File: src/rtl/kmap_lut_seq.sv
// Runtime-reloadable IN_W-input Boolean function evaluator with a serial table
// load port and a valid/ready result stream. Optional macro: KMAP_LUT_ONES_CNT_EN.
module kmap_lut_seq #(
    parameter int           IN_W       = 4,
    parameter logic [255:0] INIT_TABLE = 256'hD073
) (
    input  logic            clk,
    input  logic            resetn,
    input  logic            cfg_start,
    input  logic            cfg_valid,
    input  logic            cfg_bit,
    output logic            cfg_busy,
    output logic            cfg_done,
    input  logic            in_valid,
    output logic            in_ready,
    input  logic [IN_W-1:0] x,
    output logic            out_valid,
    input  logic            out_ready,
    output logic            f
`ifdef KMAP_LUT_ONES_CNT_EN
    ,
    output logic [15:0]     ones_cnt
`endif
);

    localparam int TW = 1 << IN_W;

    typedef enum logic [0:0] {
        ST_RUN  = 1'b0,
        ST_LOAD = 1'b1
    } state_t;

    state_t          state_r;
    state_t          state_nxt_s;
    logic [TW-1:0]   table_r;
    logic [TW-1:0]   shadow_r;
    logic [TW-1:0]   shadow_fill_s;
    logic [IN_W-1:0] cnt_r;
    logic            last_bit_s;
    logic            cfg_busy_s;
    logic            in_ready_s;
    logic            accept_s;
    logic            out_valid_r;
    logic            f_r;
    logic            cfg_done_r;

    // State register.
    always_ff @(posedge clk) begin
        if (!resetn) begin
            state_r <= ST_RUN;
        end else begin
            state_r <= state_nxt_s;
        end
    end

    // Next-state logic; a restart request outranks a final bit in the same cycle.
    always_comb begin
        state_nxt_s = state_r;
        last_bit_s  = 1'b0;
        case (state_r)
            ST_RUN: begin
                if (cfg_start) begin
                    state_nxt_s = ST_LOAD;
                end else begin
                    state_nxt_s = ST_RUN;
                end
            end
            ST_LOAD: begin
                last_bit_s = cfg_valid && !cfg_start && (cnt_r == IN_W'(TW - 1));
                if (cfg_start) begin
                    state_nxt_s = ST_LOAD;
                end else if (last_bit_s) begin
                    state_nxt_s = ST_RUN;
                end else begin
                    state_nxt_s = ST_LOAD;
                end
            end
            default: begin
                state_nxt_s = ST_RUN;
            end
        endcase
    end

    // Output/handshake decode derived from registered state.
    always_comb begin
        cfg_busy_s = (state_r == ST_LOAD);
        in_ready_s = (state_r == ST_RUN) && (!out_valid_r || out_ready);
        accept_s   = in_valid && in_ready_s;
    end

    // Shadow with the incoming bit merged in, so the final bit commits atomically.
    always_comb begin
        shadow_fill_s        = shadow_r;
        shadow_fill_s[cnt_r] = cfg_bit;
    end

    // Table load datapath.
    always_ff @(posedge clk) begin
        if (!resetn) begin
            table_r    <= INIT_TABLE[TW-1:0];
            shadow_r   <= {TW{1'b0}};
            cnt_r      <= {IN_W{1'b0}};
            cfg_done_r <= 1'b0;
        end else begin
            cfg_done_r <= last_bit_s;
            if (cfg_start) begin
                shadow_r <= {TW{1'b0}};
                cnt_r    <= {IN_W{1'b0}};
            end else if ((state_r == ST_LOAD) && cfg_valid) begin
                shadow_r <= shadow_fill_s;
                cnt_r    <= cnt_r + IN_W'(1);
                if (last_bit_s) begin
                    table_r <= shadow_fill_s;
                end else begin
                    table_r <= table_r;
                end
            end else begin
                shadow_r <= shadow_r;
                cnt_r    <= cnt_r;
            end
        end
    end

    // Result register; a pending result keeps the value from the table it saw.
    always_ff @(posedge clk) begin
        if (!resetn) begin
            out_valid_r <= 1'b0;
            f_r         <= 1'b0;
        end else if (accept_s) begin
            out_valid_r <= 1'b1;
            f_r         <= table_r[x];
        end else if (out_ready) begin
            out_valid_r <= 1'b0;
        end else begin
            out_valid_r <= out_valid_r;
        end
    end

`ifdef KMAP_LUT_ONES_CNT_EN
    logic [15:0] ones_cnt_r;

    // Saturating count of delivered ones, cleared when a new table commits.
    always_ff @(posedge clk) begin
        if (!resetn) begin
            ones_cnt_r <= 16'h0000;
        end else if (cfg_done_r) begin
            ones_cnt_r <= 16'h0000;
        end else if (out_valid_r && out_ready && f_r && (ones_cnt_r != 16'hFFFF)) begin
            ones_cnt_r <= ones_cnt_r + 16'h0001;
        end else begin
            ones_cnt_r <= ones_cnt_r;
        end
    end

    assign ones_cnt = ones_cnt_r;
`endif

    assign cfg_busy  = cfg_busy_s;
    assign cfg_done  = cfg_done_r;
    assign in_ready  = in_ready_s;
    assign out_valid = out_valid_r;
    assign f         = f_r;

endmodule

File: config.mk
export PLATFORM = sky130hd
export DESIGN_NAME = kmap_lut_seq
export DESIGN_NICKNAME = d
export VERILOG_FILES = /design/src/rtl/kmap_lut_seq.sv
export SDC_FILE = /design/constraint.sdc
export NUM_CORES = 1
export LEC_CHECK = 0
export BUFFER_PORTS_ARGS = -buffer_cell sky130_fd_sc_hd__buf_2
export CAP_MARGIN = 20
export CORE_UTILIZATION = 45
export CTS_BUF_LIST = sky130_fd_sc_hd__clkbuf_16
export CTS_CLUSTER_SIZE = 10
export DETAILED_ROUTE_END_ITERATION = 10
export PLACE_DENSITY = 0.6
export SETUP_SLACK_MARGIN = 0.1
export SLEW_MARGIN = 10
export SYNTH_ARGS = -nofsm -noshare
export SYNTH_HDL_FRONTEND = slang
export SYNTH_SLANG_ARGS = --single-unit
File: constraint.sdc
create_clock -name clk -period 2.2 [get_ports clk]
set_input_delay 0.33 -clock clk [delete_from_list [all_inputs] [get_ports clk]]
set_output_delay 0.33 -clock clk [all_outputs]
set_load 0.05 [all_outputs]
==> impl_metrics.py, run 1 <==
metrics = {
    "cts": {
        "clk_transition_reported_paths_ps": 50,
        "postCtsHoldBufs": 0,
        "clk_path_buf_depth": 2,
        "numClockSinks": 40,
        "cts_setup_buffers": 0,
        "root_buffer": "clkbuf_16",
        "cts_tree": "built",
        "h-tree-depth": 2,
        "clock_latency_ps": 280,
        "cts_resized": 0,
        "cts_buffers": 5,
    },
    "synth": {
        "synth_nets": 244,
        "yosysWarnings": 0,
        "synth_cell_types": 38,
        "synth-seq-area-share_pct": 40.4,
        "syn_area_um2": 1980,
        "syn_inst": 229,
        "synth-seq-cells": 40,
        "syn_area_per_cell_um2": 8.67,
    },
    "sta": {
        "hold_violations": 0,
        "hold_slack_ps": 334,
        "finalCritPeriodShare_pct": 82.0,
        "maxSlewHeadroom_pct": 44.9,
        "drv_slew": 0,
        "worst_slew_pin_slew_ps": 826,
        "fin_skew_ps": 3.05,
        "setup_viol": 0,
        "max_freq_ghz": 0.554,
        "min_period_ps": 1800,
        "rsz0062_at_grt": "no",
        "setup_tns_ps": 0,
    },
    "drt": {
        "dr.pass1.iters": 4,
        "drt-initial-drc-count": 109,
        "drc": 0,
        "wl_per_cell_um": 14.9,
        "via_count": 1554,
        "viasPerCell": 5.49,
        "drt_wl_total_mm": 4.22,
        "final_antenna_net_count": 0,
    },
    "die": {
        "core_area_um2": 4120,
        "ios": 16,
        "die_h_um": 68.4,
        "rows": 23,
        "start_util_pct": 48.2,
        "dieWidth_um": 68.4,
        "dieArea_um2": 4680,
    },
    "grt": {
        "grtUsageTotal_pct": 21.7,
        "overflow": 0,
        "grt_max_degree": 29,
        "grt_use_met3_pct": 5.50,
        "use_met2_pct": 32.1,
        "antenna_found_initial": 0,
        "first_global_vias": 1375,
        "met1_usage_pct": 30.1,
        "top_usage_layer": "met2",
        "grt_pass1_wl_mm": 7.20,
    },
    "placement": {
        "place_congestion": 0.726,
        "io_buffers": 15,
        "place_inst": 276,
        "dp_hpwl_mm": 2.84,
    },
    "cells_and_area": {
        "antennaDiodeCount": 0,
        "final-seq-area_um2": 801,
        "layout_common_cells": "dfxtp_1, nor2_1, nand2_1",
        "layout_commonest_cell": "dfxtp_1",
        "area_growth_pct": 9.58,
        "fin_nets": 248,
        "final_cells": 283,
        "multiInputGateArea_um2": 1060,
        "drive_gt1_share_pct": 13.3,
        "nFillCells": 396,
    },
    "critical_path": {
        "r2r_cells": 5,
        "critPathKind": "reg2reg",
        "r2r_setup_slack_ps": 400,
        "crit_fanout": 14,
        "end_kind": "flip-flop",
        "cp.required_ps": 2360,
        "arrival_ps": 1960,
        "startpoint_type": "flip-flop",
        "r2r_end": "table_r[5]",
        "crit_path_start": "cnt_r[0]",
        "rr_startpoint": "cnt_r[0]",
    },
    "worst_hold_path": {
        "hold_start": "resetn",
        "min_to": "table_r[6]",
        "hold_path.class": "in2reg",
        "whs_path_depth": 2,
    },
    "status": {
        "status": "finished, final reports clean",
    },
    "flow_run": {
        "maxCapViolCount": 0,
    },
    "power_and_ir_drop": {
        "ir_worst_vdd_uv": 409,
        "p_leak_uw": 0.000854,
        "p_per_area_nw_per_um2": 698,
    },
}
cell type report:
class                   count  area share [%]
well taps                  50            2.88
flip-flops and latches     40            36.8
clock buffers               5            5.75
clock inverters             2           0.403
multi-input cells         164            48.8
repair buffers             19            4.83
inverters                   3           0.518
per-stage QoR:
stage / instance area, um^2 / total power, uW / setup WS [ps] / util, %
floorplan: 1980 / 828 / 348 / -
global placement: 2040 / 857 / 461 / 49.6
detailed placement: 2040 / 857 / 407 / 49.6
CTS: 2170 / 1540 / 396 / 52.8
global route: 2170 / 1580 / 200 / 52.8
finish: 2170 / 1520 / 395 / 52.8
flip-flops by register name, summed over array words and instances (netlist names):
| signal | count |
|---|---|
| cfg_busy | 1 |
| cfg_done | 1 |
| cnt_r | 4 |
| f | 1 |
| out_valid | 1 |
| shadow_r | 16 |
| table_r | 16 |
worst max-delay path, cell delays in order, from the launching register on:
cell and delay [ps]:
dfxtp_1 410, ha_1 210, nand3_2 100, or3_1 580, a311oi_1 280, o21ai_0 100
power breakdown:
| part | switching (uW) | total [uW] | leakage (uW) | internal, uW |
|---|---|---|---|---|
| Clock | 270 | 677 | 0.0000709 | 407 |
| Combinational | 72.4 | 104 | 0.000460 | 31.5 |
| Sequential | 5.55 | 737 | 0.000323 | 732 |
| Total | 348 | 1520 | 0.000854 | 1170 |
how the worst max path moves through the flow:
| stage | cells past startpoint | slack (ps) | end |
|---|---|---|---|
| 6_report | 5 | 400 | table_r[5] |
| 5_1_grt | 5 | 200 | table_r[0] |
| 4_1_cts | 5 | 400 | table_r[0] |
| 3_5_place_dp | 5 | 410 | table_r[0] |
| 3_3_place_gp | 5 | 460 | table_r[0] |
| 2_1_floorplan | 6 | 350 | table_r[3] |
synthesized netlist by cell type (all sizes together):
cell    count  area share, %
a211oi      7            2.6
a21boi      7            2.6
a21oi       7            1.8
a311oi     10            4.7
a31oi       1           0.32
and2        1           0.32
and2b       1           0.38
and4b       1           0.50
buf         8            3.0
clkbuf     14            2.6
dfxtp      40             40
ha          4            2.5
inv         3           0.57
mux2        2            1.1
mux2i      17            8.6
mux4        2            2.5
nand2      22            4.2
nand2b      3           0.95
nand3      18            4.8
nand3b      2           0.76
nand4       4            1.3
nand4b      1           0.44
nor2       34            6.4
nor2b       2           0.63
nor3        3            1.0
nor3b       1           0.38
o211ai      3            1.1
o21ai       6            1.5
or3         1           0.32
or4         1           0.38
xnor2       1           0.44
xor2        2           0.88
metal layers:
layer	up-vias	part of all wire, %
met5	-	0
met2	25	43
met4	0	1.5
li1	818	-
met1	705	52
met3	6	3.2
logic make-up after synthesis:
group	share of synthesized area (%)
XOR/XNOR	1.32
flip-flops	40.4
buffers and inverters	6.18
adder cells (fa/ha/maj)	2.52
AND/OR/NAND/NOR	22.7
multiplexers	12.2
AO/OA/AOI/OAI	14.8
Power figures use the tool's default switching activity.
==> run 2: changes to the inputs <==
- ABC_AREA: default -> 1
- PLACE_DENSITY: 0.6 -> 0.62
- clock period: 2.2 -> 1.6 ns (I/O delays scaled with it)
==> impl_metrics.py, run 2 <==
metrics = {
    "sta": {
        "finalCritPeriodShare_pct": 87.3,
        "rsz0062_at_grt": "yes",
        "max_freq_ghz": 0.716,
        "hold_slack_ps": 254,
        "min_period_ps": 1400,
        "worst_slew_pin_slew_ps": 358,
        "setup_tns_ps": 0,
        "hold_violations": 0,
        "drv_slew": 0,
        "setup_viol": 0,
        "maxSlewHeadroom_pct": 75.9,
        "fin_skew_ps": 6.81,
    },
    "cts": {
        "clock_latency_ps": 280,
        "h-tree-depth": 2,
        "clk_path_buf_depth": 2,
        "postCtsHoldBufs": 0,
        "clk_transition_reported_paths_ps": 60,
        "cts_tree": "built",
        "numClockSinks": 40,
        "root_buffer": "clkbuf_16",
        "cts_buffers": 5,
    },
    "die": {
        "dieWidth_um": 68.2,
        "dieArea_um2": 4660,
        "rows": 23,
        "start_util_pct": 48.0,
        "core_area_um2": 4120,
        "die_h_um": 68.2,
        "ios": 16,
    },
    "cells_and_area": {
        "multiInputGateArea_um2": 922,
        "final-seq-area_um2": 802,
        "antennaDiodeCount": 0,
        "layout_commonest_cell": "inv_1",
        "reg_top3": "shadow_r (16), table_r (16), cnt_r (4)",
        "area_growth_pct": 14.6,
        "finalInstanceArea_um2": 2260,
        "fin_nets": 328,
        "drive_gt1_share_pct": 13.1,
        "final_cells": 364,
        "fin_util_pct": 55.0,
        "layout_common_cells": "inv_1, nand2_1, nor2_1",
        "nFillCells": 442,
    },
    "flow_run": {
        "maxCapViolCount": 0,
    },
    "critical_path": {
        "critPathKind": "reg2reg",
        "cp.required_ps": 1810,
        "critPathMaxStageDelay_ps": 330,
        "crit_top_cell": "o21ai_0",
        "crit_slowest_cell": "dfxtp_1",
        "arrival_ps": 1610,
        "crit_fanout": 5,
        "crit_path_cell_trace": "inv_1 -> ha_1 -> nand3_1 -> o21ai_0 -> a21oi_1 -> o21ai_0",
        "end_kind": "flip-flop",
        "startpoint_type": "flip-flop",
    },
    "grt": {
        "overflow": 0,
        "grt_max_degree": 20,
        "grt_pass1_wl_mm": 7.01,
        "antenna_found_initial": 0,
        "grtUsageTotal_pct": 20.8,
        "first_global_vias": 1492,
    },
    "drt": {
        "dr.pass1.iters": 4,
        "drt_wl_total_mm": 4.37,
        "drt-initial-drc-count": 131,
        "viasPerCell": 4.85,
        "wl_per_cell_um": 12.0,
        "drc": 0,
        "via_count": 1764,
        "final_antenna_net_count": 0,
    },
    "synth": {
        "synth-simple-area-share_pct": 25.5,
        "ys_async_sr_fraction_pct": 0,
        "synth-seq-cells": 40,
        "syn_area_per_cell_um2": 6.72,
        "yosysWarnings": 0,
        "synth_xor_area_share_pct": 0,
        "synth_nets": 309,
        "synth-seq-area-share_pct": 40.6,
        "syn_inst": 294,
        "synth_ff_type": "dfxtp_1",
        "synth-compound-area-share_pct": 17.9,
        "yosys.area.top_type": "dfxtp_1",
        "synth_enable_flop_cells": 0,
        "ys_top_cells_by_area": "dfxtp_1, o21ai_0, inv_1",
        "synth_top_family_by_area": "simple AND/OR/NAND/NOR gates",
        "yosysTopAreaCellShare_pct": 40.6,
        "syn_area_um2": 1970,
        "synthTopCellsByCount": "inv_1, nand2_1, o21ai_0",
        "synth.mux.area_fraction_pct": 0,
        "synth_cell_types": 24,
        "synthAdderAreaFrac_pct": 2.53,
    },
    "power_and_ir_drop": {
        "p_leak_uw": 0.00113,
        "ir_worst_vdd_uv": 574,
        "p_per_area_nw_per_um2": 963,
    },
    "status": {
        "status": "finished, final reports clean",
    },
    "placement": {
        "place_congestion": 0.787,
        "place_inst": 356,
        "io_buffers": 15,
        "place_area_um2": 2110,
        "dp_hpwl_mm": 3.15,
    },
    "worst_hold_path": {
        "hold_path.class": "in2reg",
    },
}
[run 2: per-layer routing]
metal | GRT usage, % | share of wire, % | up-vias
li1 | - | - | 968
met5 | 0 | 0 | -
met2 | 31.7 | 45 | 15
met3 | 4.50 | 1.9 | 7
met1 | 28.4 | 52 | 774
met4 | 7.81 | 1.6 | 0
[run 2: through the flow]
stage | setup WS, ps | total power (uW)
6_report | 203 | 2180
5_1_grt | 57.4 | 2260
4_1_cts | 156 | 2190
3_5_place_dp | 53.9 | 1250
3_3_place_gp | 96.5 | 1250
2_1_floorplan | 82.8 | 1180
[run 2: report_power, final]
part | switching [uW] | total [uW] | internal (uW)
clock | 386 | 952 | 566
combinational | 135 | 201 | 65.4
sequential | 12.6 | 1030 | 1010
[run 2: logic make-up (layout without fill, tap and decap cells)]
| kind of cell | Yosys count | after routing |
|---|---|---|
| AO/OA/AOI/OAI | 67 | 67 |
| adder cells (fa/ha/maj) | 4 | 4 |
| buffers and inverters | 63 | 83 |
| flip-flops | 40 | 40 |
| AND/OR/NAND/NOR | 120 | 120 |
[run 2: layout make-up]
| type | instances | area share [%] |
|---|---|---|
| Multi-Input combinational cell | 191 | 40.8 |
| Sequential cell | 40 | 35.5 |
| Inverter | 51 | 8.57 |
| Timing Repair Buffer | 24 | 6.31 |
| Clock buffer | 5 | 5.53 |
| Tap cell | 50 | 2.77 |
| Clock inverter | 3 | 0.608 |
[run 2: repair_timing]
action,CTS,global route
setup endpoints to repair,7,23
endpoints found under the hold margin,0,0
setup buffers,0,0
resized for setup,2,9
pin swaps,0,0
[run 2: worst max-delay path, delay by kind of cell, from the launching register on]
family	cells	cell delay (ps)
flip-flops	1	330
AO/OA/AOI/OAI	3	510
buffers and inverters	1	100
AND/OR/NAND/NOR	1	120
adder cells (fa/ha/maj)	1	260
[run 2: worst paths after layout]
| check | startpoint | to | slack [ps] | cells after the start |
|---|---|---|---|---|
| worst max register to register | cnt_r[1] | table_r[5] | 200 | 6 |
| worst min-delay path | cfg_start | shadow_r[12] | 250 | 4 |
| worst min register to register | table_r[3] | table_r[3] | 460 | 2 |
| worst max-delay path | cnt_r[1] | table_r[5] | 200 | 6 |
